$ cat config.mk
export PLATFORM = sky130hd
export DESIGN_NAME = click_classifier
export DESIGN_NICKNAME = d
export VERILOG_FILES = /design/src/rtl/click_classifier.sv
export SDC_FILE = /design/constraint.sdc
export NUM_CORES = 1
export LEC_CHECK = 0
export CAP_MARGIN = 0
export CORE_MARGIN = 10
export CORE_UTILIZATION = 25
export CTS_CLUSTER_DIAMETER = 150
export DETAILED_ROUTE_END_ITERATION = 6
export GPL_ROUTABILITY_DRIVEN = 1
export HOLD_SLACK_MARGIN = 0.06
export MAX_ROUTING_LAYER = met4
export PLACE_DENSITY = 0.41
export RECOVER_POWER = 25
export SYNTH_ARGS = -nofsm -noshare
export SYNTH_HDL_FRONTEND = slang
export SYNTH_SLANG_ARGS = --single-unit
$ cat constraint.sdc
create_clock -name clk -period 4.5 [get_ports clk]
set_clock_uncertainty 0.15 [all_clocks]
set_input_delay 0.9 -clock clk [delete_from_list [all_inputs] [get_ports clk]]
set_output_delay 0.9 -clock clk [all_outputs]
set_load 0.02 [all_outputs]
$ cat src/rtl/click_classifier.sv
// rtl/click_classifier.sv - groups debounced press pulses into single/double/triple click events
//
// Purpose:
//   Groups 1-cycle press pulses that fall within a click window into click
//   events. The events are queued in a small FIFO and presented on a
//   valid/ready interface.
//
// Configuration macro:
//   CLICK_TRIPLE_EN
//     Defined:   a third in-window press emits code 11 immediately.
//     Undefined: a third press closes the double (code 10) and starts a new
//                sequence.
//
// Ports:
//   clk         in   clock, rising edge
//   reset_n     in   asynchronous active-low reset
//   press       in   1-cycle debounced press pulse
//   evt_valid   out  event queue non-empty
//   evt_ready   in   consumer accepts the head event
//   evt_code    out  01 single, 10 double, 11 triple, 00 when empty
//   drop_count  out  events lost to a full queue, saturating at 255
module click_classifier #(
  parameter int CLK_FREQUENCY   = 10_000_000,
  parameter int CLICK_WINDOW_HZ = 4,
  parameter int FIFO_DEPTH      = 4
) (
  input  logic       clk,
  input  logic       reset_n,
  input  logic       press,
  output logic       evt_valid,
  input  logic       evt_ready,
  output logic [1:0] evt_code,
  output logic [7:0] drop_count
);

  localparam int WINDOW = CLK_FREQUENCY / CLICK_WINDOW_HZ;
  localparam int TW     = $clog2(WINDOW);
  localparam int AW     = $clog2(FIFO_DEPTH);
  localparam int CW     = AW + 1;

  typedef enum logic [1:0] {S_IDLE, S_ONE, S_TWO} state_t;

  state_t          state, state_nxt;
  logic [TW-1:0]   timer;
  logic            timeout;
  logic            push;
  logic [1:0]      push_code;

  logic [1:0]      mem [FIFO_DEPTH];
  logic [AW-1:0]   wr_ptr, rd_ptr;
  logic [CW-1:0]   count;
  logic            full;
  logic            do_pop;
  logic            do_push;

  assign timeout = (timer == TW'(WINDOW - 1));

  // Next-state and push decision; a press always takes priority over the
  // timeout in the same cycle, so it counts as in-window.
  always_comb begin
    state_nxt = state;
    push      = 1'b0;
    push_code = 2'b00;
    case (state)
      S_IDLE: begin
        if (press) state_nxt = S_ONE;
      end
      S_ONE: begin
        if (press) begin
          state_nxt = S_TWO;
        end else if (timeout) begin
          push      = 1'b1;
          push_code = 2'b01;
          state_nxt = S_IDLE;
        end
      end
      S_TWO: begin
        if (press) begin
          push = 1'b1;
`ifdef CLICK_TRIPLE_EN
          push_code = 2'b11;
          state_nxt = S_IDLE;
`else
          // The third press closes the double and opens a fresh sequence.
          push_code = 2'b10;
          state_nxt = S_ONE;
`endif
        end else if (timeout) begin
          push      = 1'b1;
          push_code = 2'b10;
          state_nxt = S_IDLE;
        end
      end
      default: state_nxt = S_IDLE;
    endcase
  end

  // The timer restarts on every state entry, including TWO -> ONE.
  always_ff @(posedge clk or negedge reset_n) begin
    if (!reset_n) begin
      state <= S_IDLE;
      timer <= '0;
    end else begin
      state <= state_nxt;
      if (state_nxt != state || state == S_IDLE) timer <= '0;
      else                                       timer <= timer + TW'(1);
    end
  end

  // Event queue. When full, a push only lands if a pop frees the slot in the
  // same cycle; otherwise it is counted as a drop.
  assign full      = (count == CW'(FIFO_DEPTH));
  assign evt_valid = (count != '0);
  assign evt_code  = evt_valid ? mem[rd_ptr] : 2'b00;
  assign do_pop    = evt_valid && evt_ready;
  assign do_push   = push && (!full || do_pop);

  always_ff @(posedge clk) begin
    if (do_push) mem[wr_ptr] <= push_code;
  end

  always_ff @(posedge clk or negedge reset_n) begin
    if (!reset_n) begin
      wr_ptr     <= '0;
      rd_ptr     <= '0;
      count      <= '0;
      drop_count <= '0;
    end else begin
      if (do_push) wr_ptr <= wr_ptr + AW'(1);
      if (do_pop)  rd_ptr <= rd_ptr + AW'(1);
      case ({do_push, do_pop})
        2'b10:   count <= count + CW'(1);
        2'b01:   count <= count - CW'(1);
        default: count <= count;
      endcase
      if (push && !do_push && drop_count != 8'hFF)
        drop_count <= drop_count + 8'd1;
    end
  end

endmodule
=== Word-level counts from Yosys, hierarchy flattened ===
Memory sizes are Yosys's and may differ from the RTL's.
Index checks and enable logic that the tools add are counted.

* Add/subtract/negate cells: 6
* Equality and inequality tests: 8
* Multiplexer cells: 19
* Reduce and logical (&&, ||, !) cells: 11

{| class="wikitable"
|+ Operator list
! operator !! number
|-
| adder 22 x 1 -> 22 bit (second input constant) || 1
|-
| == test 22 bit (second input constant) || 1
|-
| two-way mux 22 bit || 1
|-
| two-way mux 2 bit || 7
|-
| adder 8 x 1 -> 8 bit (second input constant) || 1
|-
| != test 8 bit (second input constant) || 1
|-
| two-way mux 1 bit || 7
|-
| case mux 2 bit (3 select lines) || 1
|-
| case mux 3 bit (2 select lines) || 1
|-
| adder 2 x 1 -> 2 bit (second input constant) || 2
|-
| == test 2 x 1 -> 1 bit (second input constant) || 2
|-
| == test 2 bit (second input constant) || 2
|-
| logical AND 1 bit || 4
|-
| case mux 2 bit (2 select lines) || 1
|-
| adder 3 x 1 -> 3 bit (second input constant) || 1
|-
| == test 3 bit (second input constant) || 1
|-
| nonzero test 3 bit || 1
|-
| subtractor 3 x 1 -> 3 bit (second input constant) || 1
|-
| logical NOT 1 bit || 2
|-
| logical NOT 2 bit || 1
|-
| logical OR 1 bit || 2
|-
| != test 2 bit || 1
|-
| case mux 1 bit (2 select lines) || 1
|-
| nonzero test 2 bit || 1
|}

* Bits in registers: 39
* RAM bits: 8
* Output and inout bits: 11
* Word-level logic and storage cells: 51
* Memories kept: 1

{| class="wikitable"
|+ Memory list
! memory !! depth !! bits a word !! read ports !! clocked after Yosys merged registers in !! write ports !! RTL line !! source
|-
| mem || 4 || 2 || 1 || 0 || 1 || 49 || <nowiki>logic [1:0] mem [FIFO_DEPTH];</nowiki>
|}

=== Depth between registers and ports, before layout ===
* Depth in word-level cells: 8
* Mapped depth: 10
* Mapped depth without buffers: 10

=== Least setup slack after synthesis ===
Ideal clock, no wire load.

* Path type: input-to-reg
* From: in press
* To: reg count[2]
* Library setup time: 0.142 ns
* Data arrival time: 2.234 ns
* Required time: 4.208 ns
* Setup slack: 1.974 ns
* Cell stages on the path: 7
* Buffers on the path: 0
* Cells stage by stage: nor2b_1 -> o2111ai_1 -> o21a_4 -> nand2_1 -> fa_1 -> nor4b_1 -> a221oi_1

* Longest elaborated chain between the ends: 5
* Elaborated cells on any way between the ends: 8
* Classes of those cells: eq/ne (2); mux (4); reduce/logical (2)

{| class="wikitable"
|+ Ends and longest elaborated chain
! item !! RTL line !! source
|-
| from (decl) || 29 || <nowiki>input logic press,</nowiki>
|-
| two-way mux 1 bit (on tied branches) || 78, 69 ||
|-
| case mux 1 bit (2 select lines) (*) || 64 || <nowiki>case (state)</nowiki>
|-
| logical AND 1 bit (*) || 116 || <nowiki>assign do_push = push && (!full || do_pop);</nowiki>
|-
| == test 2 x 1 -> 1 bit or == test 2 bit (tied branches) || 131 || <nowiki>case ({do_push, do_pop})</nowiki>
|-
| case mux 3 bit (2 select lines) or nonzero test 2 bit (tied branches) || - ||
|-
| to (signal assigned) || 132 || <nowiki>2'b10: count <= count + CW'(1);</nowiki>
|-
| to (signal assigned) || 133 || <nowiki>2'b01: count <= count - CW'(1);</nowiki>
|-
| to (signal assigned) || 134 || <nowiki>default: count <= count;</nowiki>
|-
| to (decl) || 51 || <nowiki>logic [CW-1:0] count;</nowiki>
|}

Every way passes the cells marked *; elsewhere a longest branch is shown, timed or not.
A chain may end at the register's enable or synchronous reset.

=== Worst setup path after layout ===
Same ends and word-level chain as after synthesis.

==> metrics <==
# rows=36; count leader, synth=dfrtp_1; Leak=0.00115 uW; Post-synth top cells=dfrtp_1 (39), nor2_1 (30), xor2_1 (17), nand2_1 (14), xnor2_1 (14); max-capacitance violation count=1; die footprint=14,600 sq um; Post-DRT Antenna Nets=0; PostCTS Resize Cnt=0; crit-path leading delay family=buffers and inverters; IO Count=15; count of different cell masters after synthesis=47; DRT iter0 DRCs=93; status=finished, violations left; syn avg cell area=10.9 sq um; starting density of the core=25.8%; post-route cell area=2920 sq um; crit start category=input port; Primary FF master, synth=dfrtp_1; largest net degree at the start of global routing=40; fraction of final layout cells sized beyond drive strength 1=8.37%; Num CTS Buffers=5; critical path's largest stage delay=660 ps; Final Max Slew Viols=40; synth top area cells=dfrtp_1 (38%), edfxtp_1 (9.5%), xor2_1 (5.9%); IO Port Bufs=14; vias=1,722; Arr. time, crit path=3110 ps; clock root buffer master=clkbuf_8; initial antenna violation count=0; Post-DP Area=2820 sq um; kind of critical path=in2reg; core footprint=9820 sq um; flops & latches, synth=47; GRT met2 Usage=11.0%; aggregate routed wire length=4910 microns; clk slew on worst S/H paths=90 ps; Remaining DRCs=0; Die Y=121 microns; Max FO, Critical Path=7; synthesized netlist cell count=233; Hold WC Path Type=reg2reg; vias in the first global route=1,689; Slew headroom=-43.6%; Period minus WS final=3110 ps; CTS sink cnt=47; register area share after synthesis=47.9%; Max clock buf depth=2; Worst IR Drop VDD=0.000164 V; grt peak-use layer=met2; setup violators final=0; crit share post-route=69.1%; CP Buf/Inv Count=1; die width=121 microns; RSZ-0062 raised after global routing=no; GRT overflow=0; Ys Warns=0; first-pass GRT wire length=8360 microns; CTS Hold Bufs=0; number of flops mapped to enable cells by yosys=8; Nets=265; synthesized area=2540 sq um; GRT Total Usage=7.17%; routed len/inst=12.8 microns; Vias/cell=4.48; H-tree Lvls=2; Worst-Margin Slew=2150 ps; area share of the largest cell type after synthesis=38.5%; failing checks=capacitance limit, slew limit; routability cong.=0.737; # diodes=0; ys async rst share=83.0%; critical path cell sequence=clkdlybuf4s50_1 -> nor2b_1 -> o2111ai_1 -> o21a_4 -> nand2_1 -> fa_1 -> nor4b_1 -> a221oi_1; Syn-to-layout area delta=15.2%; Clk Latency, worst-skew pair=290 ps; FMAX=0.322 GHz; final hold vios=0; endpoint class of the critical path=register; largest area contributor in the netlist=dfrtp_1; grt met3 use=2.14%; Critical Path Slowest Stage Cell=clkdlybuf4s50_1; power per cell area=432 nW/um^2; Detailed Place HPWL=3520 microns; Data required, critical path=4510 ps; setup tns final=0 ps; met1 Use GR=8.87%; syn nets=248; Post-CTS Setup Repair Bufs=0; first drt pass iteration count=4; fillers=1,052; CTS tree=built
path summary, 6_finish.rpt:
| check | cells past startpoint | slack [ps] | from | endpoint |
|---|---|---|---|---|
| worst max-delay path | 8 | 1390 | press | count[2] |
| worst min-delay path | 1 | 340 | timer[0] | timer[0] |
| worst max register to register | 9 | 1800 | state[1] | count[2] |
| worst min register to register | 1 | 340 | timer[0] | timer[0] |
| max in group asynchronous | 1 | 1890 | reset_n | timer[20] |
| min in group asynchronous | 1 | 1070 | reset_n | rd_ptr[1] |
routing by layer:
layer  vias to the layer above  share of wire, %
met4                         0              0.94
met1                       841                50
li1                        855                 -
met5                         -                 0
met2                        21                45
met3                         5               4.0
registers in the layout (all words and copies together), names as in the netlist:
register / flops
timer: 22
drop_count: 8
mem: 8
count: 3
rd_ptr: 2
state: 2
wr_ptr: 2
final cells by class:
type / instances / area (sq um) / area share, %
clock buffer: 5 / 68.8 / 2.35
clock inverter: 3 / 38.8 / 1.33
inverter: 11 / 41.3 / 1.41
multi-input combinational: 170 / 1250 / 42.8
sequential: 47 / 1220 / 41.6
tap: 133 / 166 / 5.69
timing repair buffer: 15 / 141 / 4.84
layout by cell type, fill, tap and decap left out, drive strengths merged, types with 2 or more instances in the layout:
master / instances
nor2b: 5
dfrtp: 39
o22ai: 2
nand3: 10
mux4: 2
mux2i: 4
and3: 4
ha: 10
a31oi: 2
xnor2: 14
edfxtp: 8
inv: 11
and4: 2
o21a: 2
or4: 2
nand4: 11
nor4b: 6
a221oi: 2
xor2: 17
nor2: 30
o21ai: 4
mux2: 2
clkbuf: 6
and2: 5
nand2: 14
nor3: 7
clkinv: 2
clkdlybuf4s50: 13
worst register-to-register path, delay by kind of cell, from the launching register on:
family	cells	cell delay, ps
adders and majority gates	2	680
DFF	1	450
buffers and inverters	1	90
AOI/OAI and AO/OA	3	640
and+or+nand+nor	3	540
stage by stage:
step                util [%]  worst slack [ps]  power, uW  hold slack (ps)  std cells
global placement        28.7              1160        982              329        376
floorplan                  -              1970        856              302        233
CTS                     29.8              1400       1290              349        384
detailed placement      28.7              1070        977              336        376
finish                  29.8              1390       1260              339        384
global route            29.8              1210       1360              374        384
power by group:
group / total (uW) / switching, uW / internal [uW]
clock: 303 / 140 / 163
sequential: 543 / 60.3 / 483
combinational: 415 / 233 / 182
total: 1260 / 433 / 828
cells by family after synthesis:
kind of cell	share of synthesized area, %
adder cells (fa/ha/maj)	5.72
AND/OR/NAND/NOR	22.9
AO/OA/AOI/OAI	5.72
XOR/XNOR	10.7
flip-flops	47.9
multiplexers	4.24
buffers and inverters	2.81
(Power assumes the default switching activity.)
